==> src/rtl/cla_seq_addsub.sv <==
// Multi-cycle carry-lookahead adder/subtractor: an N-bit operand pair is
// pushed through one G-bit lookahead slice per clock with a registered carry.

module cla_seq_addsub_slice #(
  parameter int G = 4
) (
  input  logic [G-1:0] a,
  input  logic [G-1:0] b,
  input  logic         ci,
  output logic [G-1:0] s,
  output logic         co,
  output logic         c_msb
);
  logic [G-1:0] g, p;
  logic [G:0]   c;

  // Every carry is expanded into its full generate/propagate sum-of-products
  // so no carry depends on a rippled neighbour.
  always_comb begin
    logic t, pr;
    t    = 1'b0;
    pr   = 1'b0;
    g    = a & b;
    p    = a | b;
    c    = '0;
    c[0] = ci;
    for (int i = 0; i < G; i++) begin
      t  = g[i];
      pr = p[i];
      for (int j = i - 1; j >= 0; j--) begin
        t  = t | (pr & g[j]);
        pr = pr & p[j];
      end
      c[i+1] = t | (pr & ci);
    end
  end

  assign s     = a ^ b ^ c[G-1:0];
  assign co    = c[G];
  assign c_msb = c[G-1];
endmodule

module cla_seq_addsub #(
  parameter int N = 16,
  parameter int G = 4
) (
  input  logic         clk,
  input  logic         rst_n,
  input  logic         in_valid,
  output logic         in_ready,
  input  logic [N-1:0] a,
  input  logic [N-1:0] b,
  input  logic         c_in,
  input  logic         sub,
  output logic         out_valid,
  input  logic         out_ready,
  output logic [N-1:0] sum,
  output logic         c_out,
  output logic         ovf,
  output logic         zero
);
  localparam int SLICES = N / G;
  localparam int IDXW   = (SLICES > 1) ? $clog2(SLICES) : 1;
  localparam logic [IDXW-1:0] LAST = IDXW'(SLICES - 1);

  localparam logic [1:0] S_IDLE = 2'd0;
  localparam logic [1:0] S_RUN  = 2'd1;
  localparam logic [1:0] S_DONE = 2'd2;

  logic [1:0]      state_q, state_d;
  logic [IDXW-1:0] idx_q, idx_d;
  logic            carry_q, carry_d;
  logic [N-1:0]    a_q, a_d;
  logic [N-1:0]    b_q, b_d;
  logic [N-1:0]    sum_q, sum_d;
  logic            c_out_q, c_out_d;
  logic            ovf_q, ovf_d;
  logic            zero_q, zero_d;

  logic [G-1:0] sl_a, sl_b, sl_s;
  logic         sl_co, sl_cmsb;

  assign sl_a = a_q[idx_q*G +: G];
  assign sl_b = b_q[idx_q*G +: G];

  cla_seq_addsub_slice #(.G(G)) u_slice (
    .a     (sl_a),
    .b     (sl_b),
    .ci    (carry_q),
    .s     (sl_s),
    .co    (sl_co),
    .c_msb (sl_cmsb)
  );

  always_comb begin
    state_d = state_q;
    idx_d   = idx_q;
    carry_d = carry_q;
    a_d     = a_q;
    b_d     = b_q;
    sum_d   = sum_q;
    c_out_d = c_out_q;
    ovf_d   = ovf_q;
    zero_d  = zero_q;
    case (state_q)
      S_IDLE: begin
        if (in_valid) begin
          // Subtract is a + ~b + 1, so the injected carry replaces c_in.
          a_d     = a;
          b_d     = sub ? ~b : b;
          carry_d = sub ? 1'b1 : c_in;
          idx_d   = '0;
          state_d = S_RUN;
        end
      end
      S_RUN: begin
        sum_d[idx_q*G +: G] = sl_s;
        carry_d             = sl_co;
        idx_d               = idx_q + IDXW'(1);
        if (idx_q == LAST) begin
          c_out_d = sl_co;
          ovf_d   = sl_cmsb ^ sl_co;
          zero_d  = (sum_d == '0);
          idx_d   = '0;
          state_d = S_DONE;
        end
      end
      S_DONE: begin
        if (out_ready) state_d = S_IDLE;
      end
      default: state_d = S_IDLE;
    endcase
  end

  always_ff @(posedge clk or negedge rst_n) begin
    if (!rst_n) begin
      state_q <= S_IDLE;
      idx_q   <= '0;
      carry_q <= 1'b0;
      a_q     <= '0;
      b_q     <= '0;
      sum_q   <= '0;
      c_out_q <= 1'b0;
      ovf_q   <= 1'b0;
      zero_q  <= 1'b0;
    end else begin
      state_q <= state_d;
      idx_q   <= idx_d;
      carry_q <= carry_d;
      a_q     <= a_d;
      b_q     <= b_d;
      sum_q   <= sum_d;
      c_out_q <= c_out_d;
      ovf_q   <= ovf_d;
      zero_q  <= zero_d;
    end
  end

  assign in_ready  = (state_q == S_IDLE);
  assign out_valid = (state_q == S_DONE);
  assign sum       = sum_q;
  assign c_out     = c_out_q;
  assign ovf       = ovf_q;
  assign zero      = zero_q;
endmodule

==> config.mk <==
export PLATFORM = sky130hd
export DESIGN_NAME = cla_seq_addsub
export DESIGN_NICKNAME = d
export VERILOG_FILES = /design/src/rtl/cla_seq_addsub.sv
export SDC_FILE = /design/constraint.sdc
export NUM_CORES = 1
export LEC_CHECK = 0
export BUFFER_PORTS_ARGS = -buffer_cell sky130_fd_sc_hd__buf_2
export CAP_MARGIN = 20
export CORE_MARGIN = 2
export CORE_UTILIZATION = 25
export DETAILED_ROUTE_END_ITERATION = 10
export PLACE_DENSITY = 0.47
export RECOVER_POWER = 25
export SLEW_MARGIN = 15
export SYNTH_ARGS = -nofsm -noshare
export SYNTH_HDL_FRONTEND = slang
export SYNTH_SLANG_ARGS = --single-unit
==> constraint.sdc <==
create_clock -name clk -period 7.45 [get_ports clk]
set_clock_uncertainty 0.05 [all_clocks]
set_input_delay 0.3725 -clock clk [delete_from_list [all_inputs] [get_ports clk]]
set_output_delay 0.3725 -clock clk [all_outputs]
set_load 0.01 [all_outputs]
* Yosys cells after proc, flatten, opt, wreduce, memory -nomap -nowiden
Cells that the tools add are included.
** Word-level totals
- Input port bits :: 38
- Output and inout port bits :: 21
- Logic and storage cells :: 72
- Bits in registers :: 56
** Operators by class
- Reduce and logical (&&, ||, !) cells :: 7
- Shifts and indexed selects :: 4
- Equality and inequality tests :: 6
- Add/sub/neg operators :: 2
- Bitwise logic cells :: 32
- Muxes and demuxes :: 12
** Operator list (number)
- $neg 4->34 :: 1
- $shift 4x34->16 const A :: 1
- $shiftx 4x34->16 :: 1
- $shiftx 16x5->4 :: 2
- $and 1x1->1 :: 16
- $bwmux 16 :: 1
- $logic_not 16->1 :: 1
- $mux 16 :: 1
- $not 16->16 :: 1
- $mux 2 :: 5
- $or 1x1->1 :: 10
- $xor 4x4->4 :: 2
- $pmux 2 s3 :: 1
- $reduce_and 2->1 :: 3
- $and 4x4->4 :: 1
- $eq 2x2->1 const B :: 2
- $ne 2x2->1 const B :: 2
- $or 4x4->4 :: 1
- $pmux 2 s2 :: 1
- $reduce_and 3->1 :: 1
- $add 2x1->2 const B :: 1
- $eq 2x1->1 const B :: 1
- $logic_not 2->1 :: 1
- $mux 1 :: 2
- 4 further kinds :: 4

* Logic depth before layout (Yosys ltp)
- Word-level depth :: 10
- Gate-level depth with buffers :: 9
- Gate-level depth less buffers :: 8

* Modules after synthesis
Synthesis repeated with hierarchy kept, for this count alone.
** Second synthesis, totals
- Cell total of the unflattened synthesis :: 292
- Area total of the unflattened synthesis :: 2989.1 µm²
** By module, submodules not included
- cla_seq_addsub :: area an instance 2680.1 µm², times used 1, cells an instance 253, seq. area each 1401.3 µm²
- cla_seq_addsub_slice :: area an instance 309.0 µm², times used 1, cells an instance 39, seq. area each 0.0 µm²

* Worst setup path after synthesis
No wires, ideal clock.
- Path kind :: reg-to-reg
- Start :: register idx_q[0]
- End :: register zero_q, in the netlist zero
- Path buffers :: 1
- Setup slack :: 4.757 ns
- Arrival :: 2.566 ns
- Library setup time :: 0.076 ns
- Cell stages (with the launch flop) :: 8
- Period minus slack after synthesis :: 2.693 ns
- Required time :: 7.324 ns
- Path through :: dfrtp_1 -> buf_2 -> mux4_2 -> fa_1 -> a31oi_1 -> o221ai_1 -> or3_1 -> o21ai_1
** On the way
- Cells in the longest elaborated chain, start to end :: 10
- Elaborated cells on any way between the ends :: 28
- Those cells by class :: add/sub: 1; eq/ne: 1; shift: 4; mux: 1; bitwise: 19; reduce/logical: 2
** RTL lines
- from (decl) :: RTL line 71 : logic [IDXW-1:0] idx_q, idx_d;
- from (signal assigned) :: RTL line 148 : idx_q <= idx_d;
- $shiftx 16x5->4 (on tied branches) :: RTL line 83, 84
- $or 4x4->4 / $and 4x4->4 (equally long branches) :: RTL line 24, 23
- $and 1x1->1 (on tied branches) :: RTL line 31, 32
- $or 1x1->1 (tied with other cells) :: RTL line 31 : t = t | (pr & g[j]);
- $or 1x1->1 / $and 1x1->1 (equally long branches) :: RTL line 31, 34
- $or 1x1->1 :: RTL line 34 : c[i+1] = t | (pr & ci);
- $xor 4x4->4 :: RTL line 38 : assign s = a ^ b ^ c[G-1:0];
- $shiftx 4x34->16 :: RTL line 117 : sum_d[idx_q*G +: G] = sl_s;
- $bwmux 16 :: RTL line 117
- $logic_not 16->1 :: RTL line 123 : zero_d = (sum_d == '0);
- to (signal assigned) :: RTL line 155 : zero_q <= zero_d;
- to (decl) :: RTL line 78 : logic zero_q, zero_d;
Several ways; a longest one is shown, not always the timed one.
A chain may end at the register's enable or synchronous reset.

* Final worst setup path
Ends and elaborated chain as after synthesis.

==> impl_metrics.tcl <==
set metrics [dict create \
    status "finished, violations left" \
    violations "max-capacitance violations, max-slew violations" \
    root_buffer "clkbuf_16" \
    crit_start "idx_q[0]$_DFFE_PN0P_" \
    drive_above_1_share_pct 21.75 \
    critPathKind "reg -> reg" \
    swShare_pct 42.46 \
    drtIter0Drc 126 \
    rrSetupSlack_ps 4470 \
    timing.rr.start "idx_q[0]$_DFFE_PN0P_" \
    port_buffers 58 \
    cp_cell_sequence "mux4_2 -> fa_1 -> a31oi_1 -> o221ai_1 -> or3_1 -> o21ai_1" \
    startpoint_type "flop" \
    post-route-cell-area_um2 3451 \
    cts_htree_levels 2 \
    hold_class "in -> reg" \
    fmax_mhz 336.1 \
    crit_end "zero$_DFFE_PN0P_" \
    setup_viol_count_final 0 \
    crit_path_top_delay_cell "dfrtp_1" \
    cts_max_path_buffers 2 \
    ys_seq_area_share_pct 48.65 \
    p_per_area_nw_per_um2 446.5 \
    critical_path_peak_fanout 18 \
    crit_cells 6 \
    end_kind "flop" \
    grt_pass1_vias 2281 \
    ys.flop_type "dfrtp_1" \
    p_switching_uw 654.3 \
    avgSynthCellArea_um2 9.633 \
    r2r.worst_path.cells 6 \
    placed_area_um2 3308 \
    synthDistinctLibCells 34 \
    fin_nets 407 \
    clock_sink_count 56 \
    path_clk_slew_ps 80 \
    worst_hold_slack_ps 214.8 \
    r2r_end "zero$_DFFE_PN0P_" \
    period_needed_ps 2976 \
    period_share_pct 39.94 \
    synthArstFlopShare_pct 100.0 \
    grt_usage_pct 11.14 \
    cts_setup_buffers 0 \
    crit_arrival_ps 3150 \
    hold_buffers 0 \
    syn2layout_area_growth_pct 19.81 \
    synth_edf_count 0 \
    core-area_um2 11320 \
    cts_resized 0 \
    grt_max_degree 57 \
    syn_nets 353 \
    via_count 2177 \
    syn-cell-area_um2 2880 \
    ant_nets 0 \
    ys_ff_latch 56 \
    dp_hpwl_um 4898 \
    seq_power_share_pct 34.4 \
    io_pins 59 \
    p_int_uw 886.5 \
    crit_buf_inv 0 \
    wl_per_cell_um 13.14 \
    vias_per_cell 4.380 \
    globalplace.congestion 0.7940 \
    antenna_found_initial 0 \
    rows 39 \
    maxCapViolations 1 \
    yosys_warnings 0 \
    numCtsBuffers 5 \
    die-area_um2 12400 \
    p_leak_nw 1.669 \
    cts_tree "built" \
    overflow 0 \
    crit_required_ps 7620 \
    wl_um 6530 \
    crit_family "flip-flops" \
    die_width_um 111.3 \
    ir_drop_mv 0.1565 \
    finalHoldViolCount 0 \
    relSlewSlack_pct -102.2 \
    post-route-drc-count 0 \
    clkLatencyLatePin_ps 290 \
    fin_setup_tns_ps 0 \
    utilization_pct 30.48 \
    power.total_mw 1.541 \
    grt_pass1_wl_um 11360 \
    syn_inst 299 \
    p_comb_share_pct 50.3 \
    first_pass_iters 4 \
    die_h_um 111.3 \
    clkPwrFrac_pct 15.3 \
    max_slew.worst_pin.slew_ps 3034 \
    max_stage_delay_ps 860 \
    start_util_pct 25.44 \
    grt_setup_unrepaired "false" \
    n_antenna_cell 0 \
    drv_slew 57 \
]
synth_stat cells (2+ instances only):
library cell	instances	share of area (%)
inv_1	11	1.4
nand2_1	93	12
nor2_1	5	0.65
nand2b_1	3	0.65
or2_1	2	0.43
nand4bb_1	2	0.78
o21ai_0	29	5.0
clkbuf_1	7	0.91
xnor2_1	17	5.2
o211ai_1	3	0.78
nor4_1	3	0.65
mux4_2	8	6.3
ha_1	15	6.5
a31oi_1	2	0.43
o21ai_1	10	1.7
nand3_1	3	0.52
a21oi_1	3	0.52
nor2b_1	6	1.3
buf_2	6	1.0
dfrtp_1	56	49
o31ai_1	2	0.52
cell usage in the layout (no fill, tap or decap), types with 2 or more instances in the layout:
cell type  synthesis  routed
nand2_1           93      93
inv_1             11      11
dfrtp_1           56      56
nand2b_1           3       3
o211ai_1           3       3
o31ai_1            2       2
nor4_1             3       3
clkbuf_16          0       5
buf_2              6      58
o21ai_1           10      10
ha_1              15      15
a21oi_1            3       3
nand3_1            3       3
o21ai_0           29      29
mux4_2             8       8
nand4bb_1          2       2
nor2b_1            6       6
xnor2_1           17      17
or2_1              2       2
a31oi_1            2       2
nor2_1             5       5
kinds of logic (layout without fill, tap and decap cells):
logic type | after synthesis | after routing | share of synthesized area (%)
fa+ha+maj | 16 | 16 | 7.211
compound gates | 53 | 53 | 10.17
buf+inv | 24 | 79 | 3.389
xor+xnor | 18 | 18 | 5.473
flops | 56 | 56 | 48.65
simple gates | 123 | 123 | 18.51
mux | 9 | 9 | 6.603
how the worst min path moves through the flow:
stage | cells past startpoint | endpoint | startpoint
floorplan | 0 | a_q[0]$_DFFE_PN0P_ | rst_n
global placement | 2 | a_q[6]$_DFFE_PN0P_ | a_q[6]$_DFFE_PN0P_
detailed placement | 2 | a_q[14]$_DFFE_PN0P_ | a_q[14]$_DFFE_PN0P_
CTS | 2 | a_q[0]$_DFFE_PN0P_ | rst_n
global route | 3 | a_q[8]$_DFFE_PN0P_ | a[8]
finish | 3 | a_q[10]$_DFFE_PN0P_ | a[10]
power groups by stage:
stage / clock network, mW / registers [mW] / logic (mW)
after floorplan: 0 / 0.503 / 0.590
after global routing: 0.256 / 0.552 / 0.899
after CTS: 0.245 / 0.535 / 0.791
after global placement: 0 / 0.540 / 0.767
after detailed placement: 0 / 0.541 / 0.788
final: 0.236 / 0.530 / 0.775
final cells by class:
type | instances | area [um2]
inverters | 11 | 41.29
well taps | 143 | 178.9
fillers | 1222 | 7870
clock buffers | 5 | 125.1
clock inverters | 3 | 21.27
flip-flops and latches | 56 | 1401
multi-input cells | 219 | 1381
repair buffers | 60 | 301.5
per-layer routing:
metal	wire, um	global-route usage (%)
met1	3114	15.26
met2	3128	18.37
met3	242	2.232
met4	45	2.551
met5	0	0
worst register-to-register path, delay by kind of cell, from the launching register on:
family	cells	cell delay (ps)
AOI/OAI and AO/OA	3	460
adders and majority gates	1	530
DFF	1	860
muxes	1	660
and+or+nand+nor	1	360
through the flow:
step                      cells  setup slack [ps]
after floorplan             299              4757
after global placement      489              4495
after detailed placement    489              4443
after CTS                   497              4431
after global routing        497              3828
final                       497              4474
state kept, by name (all words and copies together), names as in the netlist:
register,flops
a_q,16
b_q,16
sum,16
idx_q,2
state_q,2
c_out,1
carry_q,1
ovf,1
zero,1
No activity file was read; power rests on OpenSTA's default activity.
